File: config.mk
export PLATFORM = sky130hd
export DESIGN_NAME = adapt_mul_ctrl_flat
export DESIGN_NICKNAME = d
export VERILOG_FILES = /design/src/rtl/adapt_mul_ctrl_if.sv /design/src/rtl/adapt_mul_ctrl.sv /design/src/flat_wrapper.sv
export SDC_FILE = /design/constraint.sdc
export NUM_CORES = 1
export LEC_CHECK = 0
export CAP_MARGIN = 20
export CORE_AREA = 2 2 39 41
export CTS_BUF_LIST = sky130_fd_sc_hd__clkbuf_16
export DETAILED_ROUTE_END_ITERATION = 6
export DIE_AREA = 0 0 41 43
export DONT_BUFFER_PORTS = 1
export MAX_ROUTING_LAYER = met4
export PLACE_DENSITY = 0.4
export REMOVE_ABC_BUFFERS = 1
export SETUP_SLACK_MARGIN = 0.5
export SYNTH_ARGS = -nofsm -noshare
export SYNTH_HDL_FRONTEND = slang
export SYNTH_SLANG_ARGS = --single-unit
File: constraint.sdc
create_clock -name clk -period 1.3 [get_ports clk]
set_input_delay 0.26 -clock clk [delete_from_list [all_inputs] [get_ports clk]]
set_output_delay 0.26 -clock clk [all_outputs]
set_load 0.005 [all_outputs]
File: src/rtl/adapt_mul_ctrl_if.sv
// Control/status bundle between the adaptive-multiplier controller and its
// datapath and requester.
//   start            : request one multiplication
//   signA, signB     : MSBs of the A/B shift registers
//   CO_up, CO_down   : shift-counter terminal indications (31 up / 0 down)
//   ldA, ldB, ldY    : parallel loads of the operand and result registers
//   enShrA, enShrB   : shift enables (enShrA also right-shifts the result)
//   cnt_en, countDown: counter enable and direction (1 = down)
//   busy, done       : status; done is a one-cycle result-valid pulse
// The master modport is the controller side.
interface adapt_mul_ctrl_if;
  logic start;
  logic signA;
  logic signB;
  logic CO_up;
  logic CO_down;
  logic ldA;
  logic ldB;
  logic enShrA;
  logic enShrB;
  logic cnt_en;
  logic countDown;
  logic ldY;
  logic busy;
  logic done;

  modport master (
    input  start, signA, signB, CO_up, CO_down,
    output ldA, ldB, enShrA, enShrB, cnt_en, countDown, ldY, busy, done
  );

  modport slave (
    output start, signA, signB, CO_up, CO_down,
    input  ldA, ldB, enShrA, enShrB, cnt_en, countDown, ldY, busy, done
  );
endinterface

File: src/rtl/adapt_mul_ctrl.sv
// Controller for a normalize / multiply / denormalize multiplier datapath.
// Operands are left-shifted until their MSB is set, multiplied, and the
// product is right-shifted back by the total shift count kept in a shared
// up/down counter.
// Ports:
//   clk  : clock, rising edge
//   rst  : synchronous active-high reset, returns to IDLE
//   bus  : adapt_mul_ctrl_if.master (handshake, datapath controls, status)
// Optional feature: define ADAPT_MUL_ZERO_GUARD_EN to let the counter's
// terminal count (CO_up) end normalization of a zero operand. Without it a
// zero operand keeps the controller normalizing until reset.
// Outputs are decoded from the state and the datapath status inputs so that
// shifting stops in the same cycle the leading one arrives.
module adapt_mul_ctrl (
  input  logic             clk,
  input  logic             rst,
  adapt_mul_ctrl_if.master bus
);

  typedef enum logic [2:0] {
    IDLE   = 3'd0,
    LOAD   = 3'd1,
    NORM_A = 3'd2,
    NORM_B = 3'd3,
    MULT   = 3'd4,
    DENORM = 3'd5,
    DONE   = 3'd6
  } state_t;

  state_t state;
  state_t state_nxt;

  logic ld_a;
  logic ld_b;
  logic en_shr_a;
  logic en_shr_b;
  logic cnt_en;
  logic count_down;
  logic ld_y;
  logic busy;
  logic done;
  logic stop_a;
  logic stop_b;

`ifdef ADAPT_MUL_ZERO_GUARD_EN
  // Counter saturation ends a normalization that can never see a leading one.
  assign stop_a = bus.signA | bus.CO_up;
  assign stop_b = bus.signB | bus.CO_up;
`else
  logic unused_co_up;
  assign unused_co_up = bus.CO_up;
  assign stop_a = bus.signA;
  assign stop_b = bus.signB;
`endif

  // State register.
  always_ff @(posedge clk) begin
    if (rst) begin
      state <= IDLE;
    end else begin
      state <= state_nxt;
    end
  end

  // Next state and output decode.
  always_comb begin
    state_nxt  = state;
    ld_a       = 1'b0;
    ld_b       = 1'b0;
    en_shr_a   = 1'b0;
    en_shr_b   = 1'b0;
    cnt_en     = 1'b0;
    count_down = 1'b0;
    ld_y       = 1'b0;
    busy       = 1'b1;
    done       = 1'b0;
    case (state)
      IDLE: begin
        busy = 1'b0;
        if (bus.start) begin
          state_nxt = LOAD;
        end
      end
      LOAD: begin
        ld_a      = 1'b1;
        ld_b      = 1'b1;
        state_nxt = NORM_A;
      end
      NORM_A: begin
        if (stop_a) begin
          state_nxt = NORM_B;
        end else begin
          en_shr_a = 1'b1;
          cnt_en   = 1'b1;
        end
      end
      NORM_B: begin
        if (stop_b) begin
          state_nxt = MULT;
        end else begin
          en_shr_b = 1'b1;
          cnt_en   = 1'b1;
        end
      end
      MULT: begin
        ld_y      = 1'b1;
        state_nxt = DENORM;
      end
      DENORM: begin
        // Counting back down to zero undoes exactly the normalization shifts.
        count_down = 1'b1;
        if (bus.CO_down) begin
          state_nxt = DONE;
        end else begin
          en_shr_a = 1'b1;
          cnt_en   = 1'b1;
        end
      end
      DONE: begin
        done      = 1'b1;
        state_nxt = IDLE;
      end
      default: begin
        busy      = 1'b0;
        state_nxt = IDLE;
      end
    endcase
  end

  assign bus.ldA       = ld_a;
  assign bus.ldB       = ld_b;
  assign bus.enShrA    = en_shr_a;
  assign bus.enShrB    = en_shr_b;
  assign bus.cnt_en    = cnt_en;
  assign bus.countDown = count_down;
  assign bus.ldY       = ld_y;
  assign bus.busy      = busy;
  assign bus.done      = done;

endmodule
File: src/flat_wrapper.sv
// flat-port wrapper written by rule: the top's interface ports become plain ports
module adapt_mul_ctrl_flat 
  (clk, rst, bus_start, bus_signA, bus_signB, bus_CO_up, bus_CO_down, bus_ldA, bus_ldB, bus_enShrA, bus_enShrB, bus_cnt_en, bus_countDown, bus_ldY, bus_busy, bus_done);
  adapt_mul_ctrl_if bus_i ();
  input  logic clk;
  input  logic rst;
  input wire logic [$bits(bus_i.start)-1:0] bus_start;
  input wire logic [$bits(bus_i.signA)-1:0] bus_signA;
  input wire logic [$bits(bus_i.signB)-1:0] bus_signB;
  input wire logic [$bits(bus_i.CO_up)-1:0] bus_CO_up;
  input wire logic [$bits(bus_i.CO_down)-1:0] bus_CO_down;
  output wire logic [$bits(bus_i.ldA)-1:0] bus_ldA;
  output wire logic [$bits(bus_i.ldB)-1:0] bus_ldB;
  output wire logic [$bits(bus_i.enShrA)-1:0] bus_enShrA;
  output wire logic [$bits(bus_i.enShrB)-1:0] bus_enShrB;
  output wire logic [$bits(bus_i.cnt_en)-1:0] bus_cnt_en;
  output wire logic [$bits(bus_i.countDown)-1:0] bus_countDown;
  output wire logic [$bits(bus_i.ldY)-1:0] bus_ldY;
  output wire logic [$bits(bus_i.busy)-1:0] bus_busy;
  output wire logic [$bits(bus_i.done)-1:0] bus_done;
  assign bus_i.start = bus_start;
  assign bus_i.signA = bus_signA;
  assign bus_i.signB = bus_signB;
  assign bus_i.CO_up = bus_CO_up;
  assign bus_i.CO_down = bus_CO_down;
  assign bus_ldA = bus_i.ldA;
  assign bus_ldB = bus_i.ldB;
  assign bus_enShrA = bus_i.enShrA;
  assign bus_enShrB = bus_i.enShrB;
  assign bus_cnt_en = bus_i.cnt_en;
  assign bus_countDown = bus_i.countDown;
  assign bus_ldY = bus_i.ldY;
  assign bus_busy = bus_i.busy;
  assign bus_done = bus_i.done;
  adapt_mul_ctrl u_core (.clk(clk), .rst(rst), .bus(bus_i));
endmodule
==> metrics list, run 1 <==
* Failing checks: setup timing
- The number of cells on the worst reg-to-reg path is 5.
* Count of final setup violators: 10
* Antenna Cells: 0
* Final setup skew: 0.000890 ns
* Antenna violations before repair: 0
- Counting flops and latches in the post-synthesis netlist gives 3.
- After layout, the worst setup slack is -0.226 ns.
* Count of flip-flops with a built-in enable after synthesis: 0
- Pin count of the biggest net entering global routing: 14
* Antenna-violating nets left: 0
- R2R Path End: u_core.state[0]
- Of all flip-flops after synthesis, the portion carrying an async set or reset was 0%.
* RSZ-0062 raised after global routing: yes
* Starting DRC count in detailed routing: 1
* Largest stage delay, worst path: 0.34 ns
- Largest area contributor in the synthesized netlist: sky130_fd_sc_hd__dfxtp_1
- Global-route wire length before repair: 1260 microns
- Proportion of netlist area held by the largest area contributor: 24.4%
- Measured along the y axis, the die boundary spans 43 microns.
- Arrival time reported for the critical path endpoint: 1.27 ns
- Area inside the core boundary: 1380 sq um
* Reg-to-Reg Start: u_core.state[0]
- Cell total after placement: 48
* Fillers: 132
- Area taken by multi-input logic gates: 288 sq um
- Number of hold-repair buffers added at the cts stage: 0
* Sequential-to-total area share from yosys stat: 24.4%
- Dominant cells by area after synthesis: sky130_fd_sc_hd__dfxtp_1 24%, sky130_fd_sc_hd__mux2_1 9.1%, sky130_fd_sc_hd__nor3b_1 9.1%, sky130_fd_sc_hd__nor2_1 4.6%, sky130_fd_sc_hd__buf_2 4.1%
* Proportion of layout cells with a drive suffix above 1: 82.2%
- Global router's overall resource usage: 11.2%
- Tightest Pin Transition: 0.259 ns
* Die Footprint: 1760 sq um
* Setup TNS after final layout: -0.843 ns
- Placement Setup Slack: -0.0230 ns
- R2R setup slack: -0.05 ns
- The netlist uses 22 different library cells.
- The critical path is of the flop to output pin type.
- During placement, the flow inserted port buffers numbering 0.
- H-Tree Level Count: 1
* Part of the total power dissipated in sequential elements: 13.7%
- The internal power of the cells totals 0.658 mW.
* Final worst-path cycle share: 117%
- Core Rows: 14
* Final core occ: 43.0%
* Synthesized area per cell: 7.70 sq um
- After routing the design area is 596 sq um.
- In this run the worst hold path is classified as primary input to flop.
- For this run, the post-layout net count is 53.
* Highest clock frequency the design can meet: 655 MHz
- Synth Flop Type: sky130_fd_sc_hd__dfxtp_1
* Sort of element at the end of the critical path: output pin
- The routed layout has 312 vias.
- Ratio of total power to cell area: 1470 nW/um^2
- Synthesis produced a netlist whose cell count is 32.
* Gate power share: 31.7%
* Lkg Pwr: 0.255 nW
- The analysis attributes to net switching a power of 0.217 mW.
- Detailed Place HPWL: 477 microns
- In the routed design, unresolved DRC markers number 0.
- Total number of clock tree sinks: 3
* Most numerous cell types in the synthesized netlist: 3 x sky130_fd_sc_hd__dfxtp_1, 3 x sky130_fd_sc_hd__nor2_1, 3 x sky130_fd_sc_hd__nor3b_1
- Biggest regs: u_core.state (3)
- Final Wtd Congestion: 0.663
* Hold path startpoint: rst
* Detail-routed net length per standard cell: 16.0 microns
* CP max stage cell: sky130_fd_sc_hd__or3_4
- Max-cap violations in this run came to 0.
- In the routed layout, each cell is associated on average with a via count of 5.11.
- Area growth from synthesis to layout: 142%
* IO Pins: 16
- STA classifies the critical path startpoint as a flop.
- Counting instances, the worst hold path has a depth of 1.
- Part of the power in the clock network: 54.6%
* Switching share of power: 24.8%
- STA puts the critical path data required time at 1.04 ns.
- Largest register FFs: 3
* Min Hold Slack: 0.0975 ns
- Post-layout instance count excluding filler cells: 61
- In this run the worst path has a maximum fanout of 2.
* DIE WIDTH: 41 microns
- Starting Density: 17.8%
- Area of the mapped netlist: 246 sq um
- Number of max-slew violations in the final report: 0
- The first detailed-routing pass took 2 iterations.
- Total Wirelength: 979 microns
* Register containing the most flip-flops in the final layout: u_core.state
- Register cell area after layout: 68.8 sq um
- The clock passes through at most 2 buffers.
- Area after detailed placement: 275 sq um
- Critical Path, Cell by Cell: mux2_4, or3_4, nand2_2
- CTS clock-pin slew for the worst setup and hold paths: 0.03 ns
- Yosys warning count: 0
- Buffers inserted during clock tree synthesis total 3.
- Design Power: 0.875 mW
* Max-slew headroom at the worst pin: 82.7%
- The via count of the first global-routing pass came to 289.
* Outcome: finished, violations left
- Clock latency of the later-clocked register in the worst-skew pair: 0.22 ns
- The smallest clock period supported by the final layout is computed as 1.53 ns.
- Total grt overflow: 0
* Maximum vdd ir drop: 0.594 mV
* Capture endpoint of the worst hold path: u_core.state[2]
- Clock tree from TritonCTS: yes
* Cell chosen for the clock root: sky130_fd_sc_hd__clkbuf_16
* Hold Violations, Final: 0
power by group through the flow:
stage / logic [mW] / registers [mW] / clock network (mW)
CTS: 0.146 / 0.118 / 0.489
floorplan: 0.0511 / 0.130 / 0
finish: 0.277 / 0.120 / 0.478
global route: 0.291 / 0.121 / 0.507
global placement: 0.100 / 0.117 / 0
detailed placement: 0.104 / 0.116 / 0
how the worst max path moves through the flow:
| stage | end | depth (start not counted) | from | slack (ns) |
|---|---|---|---|---|
| 2_1_floorplan | bus_cnt_en | 3 | u_core.state[0] | -0.17 |
| 3_3_place_gp | bus_cnt_en | 3 | u_core.state[0] | -0.03 |
| 3_5_place_dp | bus_cnt_en | 3 | u_core.state[0] | -0.02 |
| 4_1_cts | bus_cnt_en | 3 | u_core.state[0] | -0.23 |
| 5_1_grt | bus_cnt_en | 3 | u_core.state[0] | -0.26 |
| 6_report | bus_cnt_en | 3 | u_core.state[0] | -0.23 |
per-layer routing:
layer / track usage (%) / up-vias / share of wire, %
met2: 15.9 / 17 / 57
met4: 6.00 / 0 / 2.3
li1: - / 142 / -
met5: - / - / 0
met3: 4.71 / 2 / 7.9
met1: 12.8 / 151 / 33
area by class of cell:
class	count	area share (%)
multi-input cells	24	48.3
repair buffers	13	22.5
clock buffers	3	12.6
flip-flops and latches	3	11.6
well taps	16	3.36
inverters	1	1.05
clock inverters	1	0.630
cell usage in the layout, fill, tap and decap left out, types with 2 or more instances in the layout:
cell type	instances
sky130_fd_sc_hd__buf_4	8
sky130_fd_sc_hd__nor2_2	2
sky130_fd_sc_hd__buf_6	3
sky130_fd_sc_hd__dfxtp_4	2
sky130_fd_sc_hd__clkbuf_16	4
sky130_fd_sc_hd__nor3b_4	2
repair_timing:
action,4_1_cts,5_1_grt
setup endpoints to repair,12,12
setup buffers,3,5
hold endpoints to repair,0,0
gates resized for setup,17,17
cloned,0,1
pin swaps,3,5
kinds of logic after synthesis:
group / after synthesis / synth area share, %
flip-flops: 3 / 24.4
buffers and inverters: 5 / 11.2
AO/OA/AOI/OAI: 5 / 14.7
multiplexers: 2 / 9.14
AND/OR/NAND/NOR: 17 / 40.6
critical path: cells and delay by family (launching register included):
family / cells / cell delay [ns]
AND/OR/NAND/NOR: 2 / 0.42
flip-flops: 1 / 0.33
multiplexers: 1 / 0.30
Note: power is estimated with default switching activity, not from simulation.
==> run 2, diff against run 1 <==
--- a/config.mk
+++ b/config.mk
@@ -11,7 +11,6 @@
 export DETAILED_ROUTE_END_ITERATION = 6
 export DIE_AREA = 0 0 41 43
 export DONT_BUFFER_PORTS = 1
-export MAX_ROUTING_LAYER = met4
 export PLACE_DENSITY = 0.4
 export REMOVE_ABC_BUFFERS = 1
 export SETUP_SLACK_MARGIN = 0.5
==> constraint.sdc (replaced) <==
create_clock -name clk -period 1.3 [get_ports clk]
set_input_delay 0.13 -clock clk [delete_from_list [all_inputs] [get_ports clk]]
set_output_delay 0.13 -clock clk [all_outputs]
set_load 0.005 [all_outputs]
==> run 2 against run 1 <==
  * The run still ends with setup timing left
  * Highest routed layer unchanged
  * Sequential power is essentially flat
  * Critical path type unchanged
  * Register-to-register slack lost 0.02 ns
  * Maximum frequency grew 10%
  * Clock skew grew 0.00090 ns
  * Die area is the same
  * Combinational power shrank 28%
  * Clock-buffer cell count is the same
  * Core utilization shrank 5.0 points
  * Non-clock buffer count shrank 4
  * Routed wire length shrank 19%
  * Setup slack gained 0.14 ns
  * Power shrank 9.1%
  * Critical endpoint unchanged
==> metrics list, run 2 (synthesis results as in run 1) <==
- Setup repair after global routing could not meet its margin everywhere.
* Global router's overall resource usage: 11.4% (+0.23 points)
- Critical setup path kind: flop to output pin
* Met2 usage in global routing: 15.0% (-0.94 points)
- Detail-routed net length per standard cell: 13.9 microns (-14%)
- In this run the critical register-to-register path is launched from u_core.state[2].
- Type of the worst min-delay path: primary input to flop
* Final core occ: 38.1% (-5.0 points)
- The number of core rows is 14 (unchanged).
- Hold Violations, Final: 0 (unchanged)
- Area inside the core boundary: 1380 sq um (unchanged)
- Total grt overflow: 0 (unchanged)
* Non-Filler Cell Area, Final: 527 sq um (-12%)
- The global-route wire length before repair is 1290 microns (+2.8%).
- Final Wtd Congestion: 0.626 (-5.6%)
* Commonest cells after routing, fill and taps aside: 5 x sky130_fd_sc_hd__buf_4, 3 x sky130_fd_sc_hd__nor3b_4, 3 x sky130_fd_sc_hd__clkbuf_16, 2 x sky130_fd_sc_hd__nor2_1, 2 x sky130_fd_sc_hd__buf_6
* CP max stage cell: sky130_fd_sc_hd__or3_4
* Starting DRC count in detailed routing: 1 (unchanged)
* Startpoint kind of the worst setup timing path: flop
* Input/output buffers: 0 (unchanged)
* Arrival time reported for the critical path endpoint: 1.25 ns (-0.02 ns)
- The reg2reg setup slack was -0.07 ns (-0.02 ns).
- The number of routed nets with antenna violations came to 0 (unchanged).
- The maximum fanout along the worst path was 2 (unchanged).
- The library cell used most frequently in the layout, excluding fill and tap cells, is sky130_fd_sc_hd__buf_4.
- The post-route minimum period was 1.38 ns (-0.143 ns).
- In this run the most critical hold path is launched from rst.
- The flow ran to the end, but the final reports show violations.
* Count of final setup violators: 3 (-7)
- The clock transition at the register clock pins on the worst setup and hold paths after CTS was 0.03 ns (about the same).
- The starting density of the core came to 17.8% (unchanged).
- The sum of buffers and inverters on the critical path was 0 (unchanged).
- Placement Setup Slack: 0.0358 ns (+0.0588 ns)
- The smallest setup slack after layout is -0.0823 ns (+0.143 ns).
- Final setup skew: 0.00179 ns (+0.000902 ns)
- Antenna violations before repair: 0 (unchanged)
* Lkg Pwr: 0.208 nW (-18%)
- Total number of vias: 282 (-9.6%)
* IO Pins: 16 (unchanged)
- The total clock buffers created by CTS was 3 (unchanged).
* R2r worst-path depth: 6 (+1)
- Total Wirelength: 790 microns (-19%)
- Area growth from synthesis to layout: 114%
* Dominant delay contributor by cell family on the critical path: simple AND/OR/NAND/NOR gates
- The pin slew with the least headroom to its limit came to 0.301 ns (+0.0418 ns).
* Number of max-slew violations in the final report: 0 (unchanged)
- Vias in the first global route: 289 (unchanged)
- Failing checks: setup timing
- Routing usage on met1: 14.1% (+1.3 points)
- Cell chosen for the clock root: sky130_fd_sc_hd__clkbuf_16
* Fillers: 141 (+6.8%)
- The y dimension of the die came to 43 microns (unchanged).
- DIE WIDTH: 41 microns (unchanged)
- H-Tree Level Count: 1 (unchanged)
- Max-slew headroom at the worst pin: 79.7% (-3.0 points)
* Sort of element at the end of the critical path: output pin
- The number of clock sinks was 3 (unchanged).
- Area after detailed placement: 275 sq um (unchanged)
- The antenna cell count came to 0 (unchanged).
- Met3 Resource Use GR: 6.81% (+2.1 points)
- Highest clock frequency the design can meet: 723 MHz (+10%)
- The endpoint identified for the worst register-to-register timing path is u_core.state[0].
* Die Footprint: 1760 sq um (unchanged)
- Design Power: 0.796 mW (-9.1%)
- Clock tree buffer depth: 2 (unchanged)
* Maximum vdd ir drop: 0.801 mV (+35%)
* Max-cap violations: 0 (unchanged)
- Capture endpoint of the worst hold path: u_core.state[0]
- The maximum number of pins on one net before global-route repair came to 13 (-1).
- Ratio of total power to cell area: 1510 nW/um^2 (+2.8%)
* Register containing the most flip-flops in the final layout: u_core.state
* Critical Path, Cell by Cell: mux2_4, or3_4, nand2_2
- The data required time of the critical path came to 1.17 ns (+0.13 ns).
- Highest-utilization routing layer at the global route stage: met2
* Largest register FFs: 3 (unchanged)
- Drt drc: 0 (unchanged)
* Biggest regs: u_core.state (3)
- Largest stage delay, worst path: 0.33 ns (about the same)
- The share of layout cells above drive strength 1 came to 70.7% (-11 points).
* Number of nets in the final layout: 49 (-7.5%)
- The first-pass detailed-route iteration total is 2 (unchanged).
- Average vias per placed instance: 4.95 (-3.3%)
- Clock tree from TritonCTS: yes
- Final worst-path cycle share: 106% (-11 points)
* Clock latency of the later-clocked register in the worst-skew pair: 0.22 ns (about the same)
* Detailed Place HPWL: 495 microns (+3.7%)
- The worst hold path stage count is 3 (+2).
==> run 2: cell types whose count changed in the layout (fill, tap and decap cells not counted), sizes merged <==
cell / delta
clkbuf: -1
dlygate4sd3: +1
buf: -4
==> run 2: where the power goes <==
part           internal, mW  total, mW  switching [mW]
Sequential            0.106      0.122          0.0155
Combinational         0.106      0.200          0.0936
Clock                 0.396      0.474          0.0784
Total                 0.608      0.796           0.187
==> run 2: how the worst max path moves through the flow <==
stage / cells after the start / slack (ns) / to / from
after floorplan: 3 / -0.05 / u_core.state[0] / u_core.state[0]
after global placement: 3 / 0.05 / u_core.state[0] / u_core.state[0]
after detailed placement: 3 / 0.04 / u_core.state[0] / u_core.state[0]
after CTS: 3 / -0.12 / bus_cnt_en / u_core.state[0]
after global routing: 3 / -0.12 / bus_cnt_en / u_core.state[0]
final: 3 / -0.08 / bus_cnt_en / u_core.state[0]
==> run 2: worst reg2reg max path, cell delays in order, from the launching register on <==
cell                       delay, ns
sky130_fd_sc_hd__dfxtp_1        0.33
sky130_fd_sc_hd__buf_4          0.23
sky130_fd_sc_hd__and3b_2        0.27
sky130_fd_sc_hd__nand2b_4       0.08
sky130_fd_sc_hd__buf_4          0.13
sky130_fd_sc_hd__buf_4          0.12
sky130_fd_sc_hd__a31oi_1        0.13
==> run 2: area by class of cell <==
type,instances,area (sq um),share of cell area [%]
multi-input combinational,24,272,51.5
timing repair buffer,9,85.1,16.2
clock buffer,3,75.1,14.3
sequential,3,65.1,12.4
tap,16,20.0,3.80
inverter,1,6.26,1.19
clock inverter,1,3.75,0.713
==> run 2: metrics by stage <==
stage | TNS (ns) | hold WS [ns] | std cells
detailed placement | 0 | 0.206 | 48
finish | -0.179 | 0.0947 | 57
floorplan | -0.0939 | 0.202 | 28
global placement | 0 | 0.204 | 48
global route | -0.317 | 0.107 | 57
CTS | -0.210 | 0.0968 | 56
==> run 2: per-layer routing <==
| metal | part of all wire [%] | vias to the layer above | wire (microns) |
|---|---|---|---|
| li1 | - | 138 | - |
| met1 | 42 | 130 | 331 |
| met2 | 50 | 12 | 393 |
| met3 | 7.3 | 2 | 58 |
| met4 | 0.89 | 0 | 7 |
| met5 | 0 | - | 0 |
==> run 2: what timing repair did <==
action                                  CTS  global route
hold buffers                              1             0
pin swaps                                 5             4
gates cloned                              0             0
hold endpoints to repair                  2             0
setup buffers                             3             1
gates resized for setup                  26             2
endpoints found under the setup margin   12            12
